==> src/rtl/freq_meter_pkg.sv <==
`default_nettype none
// +------------------------------------------------------------------+
// | Module      : freq_meter_pkg                                     |
// | Description : Shared state encoding and default sizing for the   |
// |               gated-window frequency meter.                      |
// | Revision    : 1.0 - initial release                              |
// +------------------------------------------------------------------+
package freq_meter_pkg;

  // Default window: 1 s at a 10 MHz system clock
  localparam int unsigned c_def_gate_cycles = 10_000_000;
  localparam int unsigned c_def_cnt_w       = 24;

  // Measurement FSM encoding
  typedef enum logic [1:0] {
    ST_IDLE = 2'd0,
    ST_GATE = 2'd1,
    ST_DONE = 2'd2
  } state_t;

endpackage : freq_meter_pkg
`default_nettype wire

==> src/rtl/sync_edge.sv <==
`default_nettype none
// +------------------------------------------------------------------+
// | Module      : sync_edge                                          |
// | Description : Two-flop synchronizer for an asynchronous pin plus |
// |               a history flop giving a one-cycle rising-edge      |
// |               pulse in the clk_in domain.                        |
// | Revision    : 1.0 - initial release                              |
// +------------------------------------------------------------------+
module sync_edge (
  input  logic clk_in,
  input  logic rst_n,
  input  logic sig_async,
  output logic edge_p
);

  logic r_s1;
  logic r_s2;
  logic r_s3;

  // Synchronizer chain; flops clear on reset so a pin already high
  // at reset release shows up as one edge.
  always_ff @(posedge clk_in or negedge rst_n) begin
    if (!rst_n) begin
      r_s1 <= 1'b0;
      r_s2 <= 1'b0;
      r_s3 <= 1'b0;
    end else begin
      r_s1 <= sig_async;
      r_s2 <= r_s1;
      r_s3 <= r_s2;
    end
  end

  assign edge_p = r_s2 & ~r_s3;

endmodule : sync_edge
`default_nettype wire

==> src/rtl/freq_meter.sv <==
`default_nettype none
// +------------------------------------------------------------------+
// | Module      : freq_meter                                         |
// | Description : Counts rising edges of an asynchronous input over  |
// |               a fixed window of GATE_CYCLES clocks and reports   |
// |               the saturating count with a one-cycle done pulse.  |
// | Revision    : 1.0 - initial release                              |
// +------------------------------------------------------------------+
module freq_meter
  import freq_meter_pkg::*;
#(
  parameter int unsigned GATE_CYCLES = c_def_gate_cycles,
  parameter int unsigned CNT_W       = c_def_cnt_w,
  parameter bit          CONTINUOUS  = 1'b0
) (
  input  logic             clk_in,
  input  logic             rst_n,
  input  logic             sig_in,
  input  logic             start,
  output logic             busy,
  output logic             done,
  output logic [CNT_W-1:0] freq,
  output logic             overflow
);

  localparam int unsigned           c_gcnt_w    = (GATE_CYCLES > 1) ? $clog2(GATE_CYCLES) : 1;
  localparam logic [c_gcnt_w-1:0]   c_gate_last = c_gcnt_w'(GATE_CYCLES - 1);
  localparam logic [CNT_W-1:0]      c_cnt_max   = '1;

  logic                w_edge_p;
  logic [CNT_W-1:0]    w_ecnt_next;
  logic                w_sat_next;

  state_t              r_state;
  logic [c_gcnt_w-1:0] r_gcnt;
  logic [CNT_W-1:0]    r_ecnt;
  logic                r_sat;
  logic                r_busy;
  logic                r_done;
  logic [CNT_W-1:0]    r_freq;
  logic                r_overflow;

  sync_edge u_sync_edge (
    .clk_in    (clk_in),
    .rst_n     (rst_n),
    .sig_async (sig_in),
    .edge_p    (w_edge_p)
  );

  // Saturating edge count including the current cycle's edge, so the
  // last gate cycle's edge lands in the latched result.
  always_comb begin
    w_ecnt_next = r_ecnt;
    w_sat_next  = r_sat;
    if (w_edge_p) begin
      if (r_ecnt == c_cnt_max) begin
        w_sat_next = 1'b1;
      end else begin
        w_ecnt_next = r_ecnt + CNT_W'(1);
      end
    end
  end

  // Measurement FSM with registered status and result outputs
  always_ff @(posedge clk_in or negedge rst_n) begin
    if (!rst_n) begin
      r_state    <= ST_IDLE;
      r_gcnt     <= '0;
      r_ecnt     <= '0;
      r_sat      <= 1'b0;
      r_busy     <= 1'b0;
      r_done     <= 1'b0;
      r_freq     <= '0;
      r_overflow <= 1'b0;
    end else begin
      r_done <= 1'b0;
      case (r_state)
        ST_IDLE: begin
          if (start || CONTINUOUS) begin
            r_state <= ST_GATE;
            r_busy  <= 1'b1;
            r_gcnt  <= '0;
            r_ecnt  <= '0;
            r_sat   <= 1'b0;
          end
        end
        ST_GATE: begin
          r_ecnt <= w_ecnt_next;
          r_sat  <= w_sat_next;
          r_gcnt <= r_gcnt + c_gcnt_w'(1);
          if (r_gcnt == c_gate_last) begin
            r_state    <= ST_DONE;
            r_freq     <= w_ecnt_next;
            r_overflow <= w_sat_next;
            r_done     <= 1'b1;
          end
        end
        ST_DONE: begin
          // Edges during this cycle are dropped: one dead cycle per window
          if (CONTINUOUS) begin
            r_state <= ST_GATE;
            r_gcnt  <= '0;
            r_ecnt  <= '0;
            r_sat   <= 1'b0;
          end else begin
            r_state <= ST_IDLE;
            r_busy  <= 1'b0;
          end
        end
        default: begin
          r_state <= ST_IDLE;
          r_busy  <= 1'b0;
        end
      endcase
    end
  end

  assign busy     = r_busy;
  assign done     = r_done;
  assign freq     = r_freq;
  assign overflow = r_overflow;

endmodule : freq_meter
`default_nettype wire

==> config.mk <==
export PLATFORM = sky130hd
export DESIGN_NAME = freq_meter
export DESIGN_NICKNAME = d
export VERILOG_FILES = /design/src/rtl/freq_meter_pkg.sv /design/src/rtl/sync_edge.sv /design/src/rtl/freq_meter.sv
export SDC_FILE = /design/constraint.sdc
export NUM_CORES = 1
export LEC_CHECK = 0
export BUFFER_PORTS_ARGS = -buffer_cell sky130_fd_sc_hd__buf_2
export CAP_MARGIN = 5
export CORE_MARGIN = 8
export CORE_UTILIZATION = 45
export CTS_BUF_LIST = sky130_fd_sc_hd__clkbuf_16
export CTS_CLUSTER_DIAMETER = 50
export CTS_CLUSTER_SIZE = 12
export DETAILED_ROUTE_END_ITERATION = 6
export PLACE_DENSITY = 0.72
export RECOVER_POWER = 25
export SLEW_MARGIN = 20
export SYNTH_ARGS = -nofsm -noshare
export SYNTH_HDL_FRONTEND = slang
export SYNTH_SLANG_ARGS = --single-unit
==> constraint.sdc <==
create_clock -name clk_in -period 4.44 [get_ports clk_in]
set_input_delay 0.666 -clock clk_in [delete_from_list [all_inputs] [get_ports clk_in]]
set_output_delay 0.666 -clock clk_in [all_outputs]
set_load 0.03 [all_outputs]
# Yosys cells after proc, flatten, opt, wreduce, memory -nomap -nowiden
# Cells that the tools add are included.
[word_totals] ff_bits=81 latchBits=0 mem_bits_rw=0 rom_bits=0 inputBits=4 output_inout_bits=27 elab_cells=43 mem_count=0
[op_classes] n_addsub=2 multipliers=0 div_mod_pow=0 order_cmp=0 n_eq_ne=5 n_shift=0 mux=16 n_bitwise=3 n_reduce_logical=6
[ops] cell="$pmux 24 s2" n=2
[ops] cell="$mux 24" n=3
[ops] cell="$add 24x1->24 const B" n=2
[ops] cell="$eq 24x24->1 const B" n=2
[ops] cell="$reduce_and 2->1" n=4
[ops] cell="$mux 1" n=6
[ops] cell="$mux 2" n=2
[ops] cell="$ne 2x2->1 const B" n=2
[ops] cell="$pmux 1 s2" n=2
[ops] cell="$pmux 2 s2" n=1
[ops] cell="$eq 2x1->1 const B" n=1
[ops] cell="$logic_not 2->1" n=1
[ops] cell="$not 1->1" n=2
[ops] cell="$reduce_bool 2->1" n=1
[ops] cell="$and 1x1->1" n=1

# Depth between registers and ports, before layout
[depth] ltp_word=4 ltp_mapped=8 depth_no_buf=6

# Cells and area by module
# A second synthesis with hierarchy kept.
[hier_totals] cells_unflattened=458 hier_area_um2=4189.0
[by_module_without_submodules] mod="freq_meter" n_inst=1 cells_per_inst=454 area_per_inst_um2=4100.2 seq_area_each_um2=1951.9
[by_module_without_submodules] mod="sync_edge" n_inst=1 cells_per_inst=4 area_per_inst_um2=88.8 seq_area_each_um2=75.1

# Worst setup path before layout
# No wires, ideal clock.
[synth_timing] kind="flip-flop to flip-flop" from="register r_gcnt[0]" to="register r_freq[18] (netlist: freq[18])" setup_time_ns=0.070 arrival_ns=1.989 required_ns=4.370 setup_slack_ns=2.380 path_stages_with_launch=8 path_buffers=1 synth_period_minus_slack_ns=2.060 path_cell_list="dfrtp_1 -> ha_1 -> nand2_1 -> or2_4 -> or3_1 -> buf_2 -> or4_1 -> nand3_1"
[synth_between] elab_chain_cells=2
[synth_rtl] element="start, declared" line="freq_meter.sv:35" rtl="logic [c_gcnt_w-1:0] r_gcnt;"
[synth_rtl] element="start signal, assigned" line="freq_meter.sv:90" rtl="r_gcnt <= r_gcnt + c_gcnt_w'(1);"
[synth_rtl] element="$eq 24x24->1" line="freq_meter.sv:91" rtl="if (r_gcnt == c_gate_last) begin"
[synth_rtl] element="$reduce_and 2->1 (no line)"
[synth_rtl] element="end signal, assigned" line="freq_meter.sv:93" rtl="r_freq <= w_ecnt_next;"
[synth_rtl] element="end, declared" line="freq_meter.sv:40" rtl="logic [CNT_W-1:0] r_freq;"
# Every way passes these cells.
# A chain may end at the register's enable or synchronous reset.

# Worst setup path in the final report
[layout_timing] from="register r_state[1]" to="register r_freq[14] (netlist: freq[14])"
[layout_between] elab_chain_cells=2
[layout_rtl] element="start, declared" line="freq_meter.sv:34" rtl="state_t r_state;"
[layout_rtl] element="start signal, assigned" line="freq_meter.sv:67" rtl="r_state <= ST_IDLE;"
[layout_rtl] element="start signal, assigned" line="freq_meter.sv:80" rtl="r_state <= ST_GATE;"
[layout_rtl] element="start signal, assigned" line="freq_meter.sv:92" rtl="r_state <= ST_DONE;"
[layout_rtl] element="$eq 2x1->1" line="freq_meter.sv:77" rtl="case (r_state)"
[layout_rtl] element="$reduce_and 2->1 (no line)"
# Every way passes these cells.

==> results.cfg <==
[grt]
grt_pass1_wl_um = 17000
grt_antenna_before_repair = 0
grt_max_degree = 82
grt.busiest_layer = met2
grt_pass1_vias = 3532
use_met2 = 0.274
overflow = 0
grt_util_met1 = 0.194
track_usage = 0.159
grt.met3_usage = 0.0399

[clock_network]
clock_latency_ps = 330
cts_tree = yes
cts_resized = 0
post_cts_buffers = 0
cts_buffers = 9
cts-root-buf = clkbuf_16
cts.sinks = 81
clkSlewWorstSetupHoldPaths_ps = 60
cts_buffer_depth = 2
hold_buffers = 0
cts-htree-levels = 3

[setup_path]
crit_family = simple AND/OR/NAND/NOR gates
critical_path_class = reg -> reg
cp-end-kind = flop
slowest_stage = or4_1
crit_arrival_ps = 2820
critPathMaxStageDelay_ps = 930
worstPathCellList = nand2b_1 > buf_4 > or4_1 > inv_1 > a2bb2oi_1
startpoint_type = flop
path_max_fanout = 26
worstPathRequired_ps = 4690
path_buf_inv = 2

[route]
dr.pass1.iters = 4
drc_errors = 0
ant_nets = 0
routed_wl_um = 9960
avgViaCountPerCell = 6.19
routedWlPerCell_um = 16.9
drt-initial-drc-count = 183
vias = 3657

[synth]
synthArstFlopShare = 1.00
synth.ff_latch_count = 81
synthAdderAreaFrac = 0.00588
ys_types = 55
synth_cells = 460
syn-cell-area_um2 = 4260
seq_area_frac_synth = 0.476
synth_edf_count = 0
synth.avg_cell_area_um2 = 9.25
synth_top_family_by_area = simple AND/OR/NAND/NOR gates
synth_xor_area_frac = 0.0329
yosys.area_share.simple = 0.233
muxShareOfSynthArea = 0.0285
synth_ff_type = dfrtp_1
ys_warn_count = 0
synth_compound_area_frac = 0.184
syn-num-nets = 466

[run_status]
failed_checks = capacitance limit, slew limit
outcome = finished with violations

[sta]
setup_viol = 0
hold_viol_final = 0
fin_skew_ps = 6.16
holdWs_ps = 356
setup-tns-final_ps = 0
fin_crit_sh = 0.579
setup_ws_ps = 1870
rsz0062_at_grt = no
tightestPinTransition_ps = 2000
relSlewSlack = -0.331
post-route-min-period_ps = 2570
max_freq_ghz = 0.389
maxSlewViolCount = 82

[place]
placed_area_um2 = 4450
port_buffers = 30
gp_congestion = 0.943
dp_slack_ps = 1610
placedCellCount = 575
dp.final_hpwl_um = 6690

[finish]
final_common_cell = dfrtp_1
final_core_util = 0.516
syn_to_final_growth_pct = 11.6
final.fill_count = 871
n_antenna_cell = 0
multiInputGateArea_um2 = 2070
finalInstanceArea_um2 = 4750
final_cells = 591
final_cell_mix = dfrtp_1, nand2_1, o21ai_0, buf_2
seqCellArea_um2 = 2030
final_nets = 481
layout-drive-gt1-share = 0.125

[power_and_ir_drop]
total_leakage_power_nw = 2.07
p_total_mw = 1.61
ir_worst_vdd_mv = 0.188
powerDensity_nw_per_um2 = 338

[min_path]
hold_path_class = reg -> reg

[floorplan]
dieWidth_um = 113
core_um2 = 9200
dieArea_um2 = 12800
pin_count = 31
num_rows = 35
die_h_um = 113
start_util = 0.463

[job]
cap_violations = 1
==> registers in the layout, summed over array words and instances (netlist names), 2 cells and up <==
register and cells:
freq 24, r_ecnt 24, r_gcnt 24, r_state 2
==> power breakdown <==
| group | internal (mW) | total [mW] | switching (mW) |
|---|---|---|---|
| Combinational | 0.0369 | 0.0805 | 0.0436 |
| Sequential | 0.759 | 0.805 | 0.0461 |
| Clock | 0.429 | 0.721 | 0.292 |
| Total | 1.23 | 1.61 | 0.381 |
==> synth_stat cells, types with 3 or more instances <==
master,instances,area share
a21o_1,5,0.0088
a21oi_1,14,0.016
a22o_1,6,0.012
a31oi_1,12,0.018
and3_1,4,0.0059
and4_1,6,0.012
buf_2,9,0.011
clkbuf_1,20,0.018
dfrtp_1,81,0.48
inv_1,9,0.0079
mux2i_1,11,0.026
nand2_1,63,0.056
nand2b_1,4,0.0059
nand3_1,23,0.027
nand4_1,22,0.032
nor2_1,23,0.020
nor2b_1,3,0.0044
nor3_1,7,0.0082
nor3b_1,4,0.0071
nor4_1,7,0.010
nor4b_1,5,0.010
o211ai_1,10,0.018
o21ai_0,35,0.041
o21ai_1,11,0.013
o31ai_1,6,0.011
or3_1,3,0.0044
or4_1,6,0.011
xnor2_1,15,0.031
==> worst register-to-register path, cell delays in order, from the launching register on <==
cell and delay [ps]:
dfrtp_1 420, nand2b_1 370, buf_4 330, or4_1 930, inv_1 250, a2bb2oi_1 180
==> layout make-up <==
type	instances	area share
Clock buffer	9	0.0474
Clock inverter	7	0.0132
Inverter	9	0.00712
Multi-Input combinational cell	339	0.436
Sequential cell	81	0.427
Tap cell	111	0.0293
Timing Repair Buffer	35	0.0395
==> logic make-up after synthesis <==
logic type | after synthesis
DFF | 81
AOI/OAI and AO/OA | 120
adders and majority gates | 2
and+or+nand+nor | 189
xor gates and xnor gates | 16
muxes | 12
buffers and inverters | 40
==> per-layer routing <==
layer	vias to the layer above	wire length, um
met5	-	0
met4	0	122
met3	14	548
met2	109	4930
met1	1804	4360
li1	1730	-
==> final timing paths <==
path | slack [ps] | cells after the start | endpoint | startpoint
min in group asynchronous | 910 | 1 | freq[7] | rst_n
hold / removal | 360 | 0 | u_sync_edge.r_s2 | u_sync_edge.r_s1
max in group asynchronous | 2360 | 1 | r_ecnt[16] | rst_n
setup / recovery | 1870 | 5 | freq[14] | r_state[1]
hold reg to reg | 360 | 0 | u_sync_edge.r_s2 | u_sync_edge.r_s1
setup reg to reg | 1870 | 5 | freq[14] | r_state[1]
(Power assumes the default switching activity.)
